File: src/rtl/icache_refill_if.sv
// Bundle of the cache-side and memory-side signals of the instruction-cache refill engine.
// The refill engine connects through the master modport; the cache/memory environment uses slave.
interface icache_refill_if;
  // Handshakes: cache_miss is a level request sampled only while the engine is idle.
  // mem_req is held with a stable mem_addr until mem_rvalid is seen, and that single
  // mem_rvalid cycle completes the read. fetch is a one-cycle strobe that qualifies
  // write_addr/write_data. There is no backpressure on the cache write port.
  logic        cache_miss;
  logic [19:0] miss_addr;
  logic        mem_req;
  logic [19:0] mem_addr;
  logic        mem_rvalid;
  logic [31:0] mem_rdata;
  logic        fetch;
  logic [19:0] write_addr;
  logic [31:0] write_data;
  logic        busy;
  logic        refill_done;
  logic        refill_error;
  logic [2:0]  dbg_state;

  modport master (
    input  cache_miss, miss_addr, mem_rvalid, mem_rdata,
    output mem_req, mem_addr, fetch, write_addr, write_data,
    output busy, refill_done, refill_error, dbg_state
  );

  modport slave (
    output cache_miss, miss_addr, mem_rvalid, mem_rdata,
    input  mem_req, mem_addr, fetch, write_addr, write_data,
    input  busy, refill_done, refill_error, dbg_state
  );
endinterface

File: src/rtl/icache_refill.sv
// Instruction-cache miss handler: reads REFILL_WORDS sequential words from backing memory
// and writes each one into the cache, aborting with refill_error if memory stops answering.
module icache_refill #(
  parameter int REFILL_WORDS = 1,
  parameter int TIMEOUT      = 255
) (
  input  logic            CLK_cpu,
  input  logic            RST_cpu,
  icache_refill_if.master bus
);

  localparam int              TW        = (TIMEOUT < 2) ? 1 : $clog2(TIMEOUT + 1);
  localparam logic [3:0]      LAST_WORD = 4'(REFILL_WORDS - 1);
  localparam logic [TW-1:0]   TO_LIMIT  = TW'(TIMEOUT);

  typedef enum logic [2:0] {
    S_IDLE  = 3'd0,
    S_REQ   = 3'd1,
    S_WRITE = 3'd2,
    S_DONE  = 3'd3,
    S_ERR   = 3'd4
  } state_t;

  state_t        state_q, state_d;
  logic [19:0]   base_q, base_d;
  logic [3:0]    word_cnt_q, word_cnt_d;
  logic [TW-1:0] tmo_cnt_q, tmo_cnt_d;
  logic [19:0]   wr_addr_q, wr_addr_d;
  logic [31:0]   wr_data_q, wr_data_d;

  logic [19:0]   req_addr;
  logic [TW-1:0] tmo_inc;

  // Sum is 20 bits wide, so a refill that runs past 0xFFFFC wraps to 0x00000.
  assign req_addr = base_q + {14'b0, word_cnt_q, 2'b00};
  assign tmo_inc  = tmo_cnt_q + 1'b1;

  always_comb begin
    state_d          = state_q;
    base_d           = base_q;
    word_cnt_d       = word_cnt_q;
    tmo_cnt_d        = tmo_cnt_q;
    wr_addr_d        = wr_addr_q;
    wr_data_d        = wr_data_q;
    bus.mem_req      = 1'b0;
    bus.mem_addr     = 20'h0;
    bus.fetch        = 1'b0;
    bus.busy         = 1'b0;
    bus.refill_done  = 1'b0;
    bus.refill_error = 1'b0;

    case (state_q)
      S_IDLE: begin
        if (bus.cache_miss) begin
          base_d     = bus.miss_addr & 20'hFFFFC;
          word_cnt_d = 4'd0;
          tmo_cnt_d  = '0;
          state_d    = S_REQ;
        end
      end
      S_REQ: begin
        bus.busy     = 1'b1;
        bus.mem_req  = 1'b1;
        bus.mem_addr = req_addr;
        if (bus.mem_rvalid) begin
          wr_addr_d = req_addr;
          wr_data_d = bus.mem_rdata;
          tmo_cnt_d = '0;
          state_d   = S_WRITE;
        end else begin
          tmo_cnt_d = tmo_inc;
          if ((TIMEOUT != 0) && (tmo_inc == TO_LIMIT)) begin
            state_d = S_ERR;
          end
        end
      end
      S_WRITE: begin
        bus.busy  = 1'b1;
        bus.fetch = 1'b1;
        if (word_cnt_q == LAST_WORD) begin
          state_d = S_DONE;
        end else begin
          word_cnt_d = word_cnt_q + 4'd1;
          state_d    = S_REQ;
        end
      end
      S_DONE: begin
        bus.busy        = 1'b1;
        bus.refill_done = 1'b1;
        state_d         = S_IDLE;
      end
      S_ERR: begin
        bus.busy         = 1'b1;
        bus.refill_error = 1'b1;
        state_d          = S_IDLE;
      end
      default: begin
        state_d = S_IDLE;
      end
    endcase
  end

  always_ff @(posedge CLK_cpu) begin
    if (RST_cpu) begin
      state_q    <= S_IDLE;
      base_q     <= 20'h0;
      word_cnt_q <= 4'd0;
      tmo_cnt_q  <= '0;
      wr_addr_q  <= 20'h0;
      wr_data_q  <= 32'h0;
    end else begin
      state_q    <= state_d;
      base_q     <= base_d;
      word_cnt_q <= word_cnt_d;
      tmo_cnt_q  <= tmo_cnt_d;
      wr_addr_q  <= wr_addr_d;
      wr_data_q  <= wr_data_d;
    end
  end

  assign bus.write_addr = wr_addr_q;
  assign bus.write_data = wr_data_q;
  assign bus.dbg_state  = state_q;

endmodule

File: src/flat_wrapper.sv
// flat-port wrapper written by rule: the top's interface ports become plain ports
module icache_refill_flat 
#(
  parameter int REFILL_WORDS = 1,
  parameter int TIMEOUT      = 255
)
  (CLK_cpu, RST_cpu, bus_cache_miss, bus_miss_addr, bus_mem_rvalid, bus_mem_rdata, bus_mem_req, bus_mem_addr, bus_fetch, bus_write_addr, bus_write_data, bus_busy, bus_refill_done, bus_refill_error, bus_dbg_state);
  icache_refill_if bus_i ();
  input  logic CLK_cpu;
  input  logic RST_cpu;
  input wire logic [$bits(bus_i.cache_miss)-1:0] bus_cache_miss;
  input wire logic [$bits(bus_i.miss_addr)-1:0] bus_miss_addr;
  input wire logic [$bits(bus_i.mem_rvalid)-1:0] bus_mem_rvalid;
  input wire logic [$bits(bus_i.mem_rdata)-1:0] bus_mem_rdata;
  output wire logic [$bits(bus_i.mem_req)-1:0] bus_mem_req;
  output wire logic [$bits(bus_i.mem_addr)-1:0] bus_mem_addr;
  output wire logic [$bits(bus_i.fetch)-1:0] bus_fetch;
  output wire logic [$bits(bus_i.write_addr)-1:0] bus_write_addr;
  output wire logic [$bits(bus_i.write_data)-1:0] bus_write_data;
  output wire logic [$bits(bus_i.busy)-1:0] bus_busy;
  output wire logic [$bits(bus_i.refill_done)-1:0] bus_refill_done;
  output wire logic [$bits(bus_i.refill_error)-1:0] bus_refill_error;
  output wire logic [$bits(bus_i.dbg_state)-1:0] bus_dbg_state;
  assign bus_i.cache_miss = bus_cache_miss;
  assign bus_i.miss_addr = bus_miss_addr;
  assign bus_i.mem_rvalid = bus_mem_rvalid;
  assign bus_i.mem_rdata = bus_mem_rdata;
  assign bus_mem_req = bus_i.mem_req;
  assign bus_mem_addr = bus_i.mem_addr;
  assign bus_fetch = bus_i.fetch;
  assign bus_write_addr = bus_i.write_addr;
  assign bus_write_data = bus_i.write_data;
  assign bus_busy = bus_i.busy;
  assign bus_refill_done = bus_i.refill_done;
  assign bus_refill_error = bus_i.refill_error;
  assign bus_dbg_state = bus_i.dbg_state;
  icache_refill #(.REFILL_WORDS(REFILL_WORDS), .TIMEOUT(TIMEOUT)) u_core (.CLK_cpu(CLK_cpu), .RST_cpu(RST_cpu), .bus(bus_i));
endmodule
File: config.mk
export PLATFORM = sky130hd
export DESIGN_NAME = icache_refill_flat
export DESIGN_NICKNAME = d
export VERILOG_FILES = /design/src/rtl/icache_refill_if.sv /design/src/rtl/icache_refill.sv /design/src/flat_wrapper.sv
export SDC_FILE = /design/constraint.sdc
export NUM_CORES = 1
export LEC_CHECK = 0
export ABC_AREA = 1
export ABC_CLOCK_PERIOD_IN_PS = 2900
export CORE_MARGIN = 2
export CORE_UTILIZATION = 49
export DETAILED_ROUTE_END_ITERATION = 8
export GPL_TIMING_DRIVEN = 0
export PLACE_DENSITY = 0.95
export SYNTH_ARGS = -nofsm -noshare
export SYNTH_HDL_FRONTEND = slang
export SYNTH_SLANG_ARGS = --single-unit
export TNS_END_PERCENT = 30
File: constraint.sdc
create_clock -name CLK_cpu -period 2.9 [get_ports CLK_cpu]
set_input_delay 0.435 -clock CLK_cpu [delete_from_list [all_inputs] [get_ports CLK_cpu]]
set_output_delay 0.435 -clock CLK_cpu [all_outputs]
set_load 0.02 [all_outputs]
==> run summary <==
Die Area -> 8810 um2
Setup crit end kind -> output pin
critical path's slowest cell -> dfxtp_2
n_diodes -> 0
RePlAce Congestion -> 0.986
fin. max-slew vios -> 0
syn avg cell area -> 7.01 um2
Fin. Hold Viols -> 0
H-tree depth -> 3
CORE AREA -> 7770 um2
Setup Skew -> 0.0165 ns
fin crit share -> 0.991
CTS tree -> yes
Leak -> 0.00240 uW
layout cell share with drive strength beyond 1 -> 0.0910
Synth top area share -> 0.420
Max Clock Freq -> 0.348 GHz
HP Class -> reg2reg
Setup TNS Final -> 0 ns
initial antenna violation count -> 0
DRC -> 0
Slew HR -> 0.623
pwr dens -> 514 nW/um2
hold buffers post-CTS -> 0
Reg clk slew, reported paths -> 0.10 ns
Worst-Skew Late Latency -> 0.37 ns
Syn-to-layout area delta -> 42.0%
Initial DRT Pass Iterations -> 5
Die H -> 93.9 um
Slew @ Worst Pin -> 0.565 ns
Num CTS Buffers -> 9
delay of the slowest critical-path stage -> 0.37 ns
sequential standard cell area -> 1660 um2
Req. time, crit path -> 2.47 ns
setup ws final -> 0.0254 ns
Site Rows -> 32
CP cell instances -> ha_2 > inv_1 > fa_2 > o21ai_4 > buf_4 > nand3_1 > a21oi_1 > dlygate4sd2_1
number of DRC markers in iteration 0 -> 207
nets -> 774
M3 GR Usage -> 0.0770
critical path's top delay family -> adder cells
Netlist cell types -> 35
DP HPWL -> 9.04 mm
Buf+Inv Stages, Crit Path -> 3
vias post-DR -> 4,316
GR peak layer -> met2
post-route cell area -> 5620 um2
Setup CP Type -> reg2out
Placement Cell Area -> 5380 um2
vias in the first global route -> 4,161
Port Buffers -> 128
cells after synthesis -> 565
layout filler cell count -> 606
multi-input logic area -> 1950 um2
crit-path max FO -> 3
GRT Overall Usage -> 0.278
CP Launch Type -> flop
number of max-cap violations -> 0
ranking of synthesized cells by area -> dfxtp_1 (42%), nor2_1 (12%), nand2_1 (8.4%), o21ai_0 (6.2%), a21oi_1 (5.3%)
post-DR vias/cell -> 5.29
count of final setup violators -> 0
global-route met2 utilization -> 0.485
register area share after synthesis -> 0.420
antenna viol nets, final -> 0
Die Width -> 93.9 um
synthesized cell area -> 3960 um2
initial core utilization -> 0.510
CTS Sinks -> 83
Root Driver -> clkbuf_8
Period minus WS final -> 2.87 ns
FF+latch count, synth -> 83
largest net degree at the start of global routing -> 16
first-pass GRT wire length -> 19.2 mm
leading area contributor after synthesis -> dfxtp_1
worst vdd ir -> 313 uV
Remaining Overflow, GRT -> 0
met1 Usage GRT -> 0.326
CTS Buffer Depth -> 2
synth warn -> 0
Place WS -> -0.168 ns
I/O Pins -> 136
total wire length -> 12.3 mm
WP data arrival -> 2.44 ns
Routed WL per cell -> 15.0 um
outcome -> complete, no violations
Min Hold Slack -> 0.487 ns
worst reg2reg max path, stage by stage (launching register included):
cell     delay (ns)
dfxtp_2        0.37
ha_2           0.22
inv_1          0.06
fa_2           0.37
o21ai_4        0.20
buf_4          0.16
nand2_2        0.10
xor2_2         0.18
o21ai_0        0.17
inv_1          0.05
cells by family (layout without fill, tap and decap cells):
kind of cell	count (synthesis)	in the layout	share of synthesized area
xor gates and xnor gates	6	6	0.0133
and+or+nand+nor	272	272	0.290
adders and majority gates	9	9	0.0303
other	1	4	0.000947
AOI/OAI and AO/OA	106	106	0.145
buffers and inverters	88	234	0.101
DFF	83	83	0.420
sequential cells by signal, indices dropped and copies added, names as in the netlist:
name,flops
u_core.base_q,18
u_core.bus.write_data,32
u_core.bus.write_addr,18
u_core.bus.dbg_state,3
u_core.tmo_cnt_q,8
u_core.word_cnt_q,4
synthesized netlist by cell type:
cell and instances:
ha_1 8, o21ai_2 1, nor3_1 6, nand2_1 89, and2_1 4, conb_1 1
xor2_1 5, nor2_4 1, o211ai_1 3, dfxtp_1 83, o21ai_0 49, a21oi_1 42
buf_6 5, or4_1 1, fa_1 1, nand3_4 2, buf_8 1, nor2_2 2
buf_2 5, inv_2 6, xnor2_1 1, o21bai_1 1, a211oi_2 1, buf_4 4
a21oi_4 1, clkbuf_2 1, nand3_1 35, nand2_2 2, buf_1 3, inv_1 55
nor2_1 124, a211oi_1 4, nand4_1 6, o21ai_1 4, clkbuf_1 8
final timing paths:
path | start | end | slack, ns | cells past startpoint
setup / recovery | u_core.word_cnt_q[0] | bus_mem_addr[14] | 0.03 | 8
hold / removal | u_core.base_q[5] | u_core.base_q[5] | 0.49 | 2
setup reg to reg | u_core.word_cnt_q[0] | u_core.bus.write_addr[8] | 0.91 | 9
hold reg to reg | u_core.base_q[5] | u_core.base_q[5] | 0.49 | 2
per-layer routing:
layer,part of all wire,up-vias
met4,0.029,0
met3,0.081,39
met5,0,-
met2,0.49,199
li1,-,2088
met1,0.40,1990
per-stage QoR:
step / utilization / total power (uW) / cells
3_5_place_dp: 0.692 / 2000 / 798
4_1_cts: 0.720 / 2880 / 815
3_3_place_gp: 0.692 / 1980 / 798
2_1_floorplan: - / 1680 / 568
6_report: 0.724 / 2890 / 816
5_1_grt: 0.724 / 2990 / 816
layout make-up:
cell class / instances / share of cell area
Timing Repair Buffer: 130 / 0.227
Clock inverter: 6 / 0.0125
Buffer: 27 / 0.0307
Sequential cell: 83 / 0.296
Tap cell: 102 / 0.0227
Inverter: 61 / 0.0407
Clock buffer: 10 / 0.0245
Multi-Input combinational cell: 397 / 0.346
cell usage in the layout, fill, tap and decap left out, drive strengths merged, types with 2 or more instances in the layout:
master / count
nor2: 127
clkdlybuf4s50: 113
nand2: 91
dfxtp: 83
inv: 64
o21ai: 54
a21oi: 43
nand3: 37
buf: 24
clkbuf: 19
dlygate4sd2: 8
ha: 8
nand4: 6
nor3: 6
a211oi: 5
xor2: 5
and2: 4
conb: 4
o211ai: 3
clkdlybuf4s15: 2
clkinv: 2
power breakdown:
part	internal (uW)	switching (uW)	leakage, uW	total (uW)
clock	431	471	0.000108	902
sequential	1230	69.6	0.000678	1300
combinational	299	389	0.00162	688
total	1960	930	0.00240	2890
timing repair:
item,4_1_cts,5_1_grt
setup endpoints to repair,14,10
gates cloned,0,0
buffers inserted,1,1
hold endpoints to repair,0,0
resized for setup,37,7
pin swaps,1,1
Note: power is estimated with default switching activity, not from simulation.
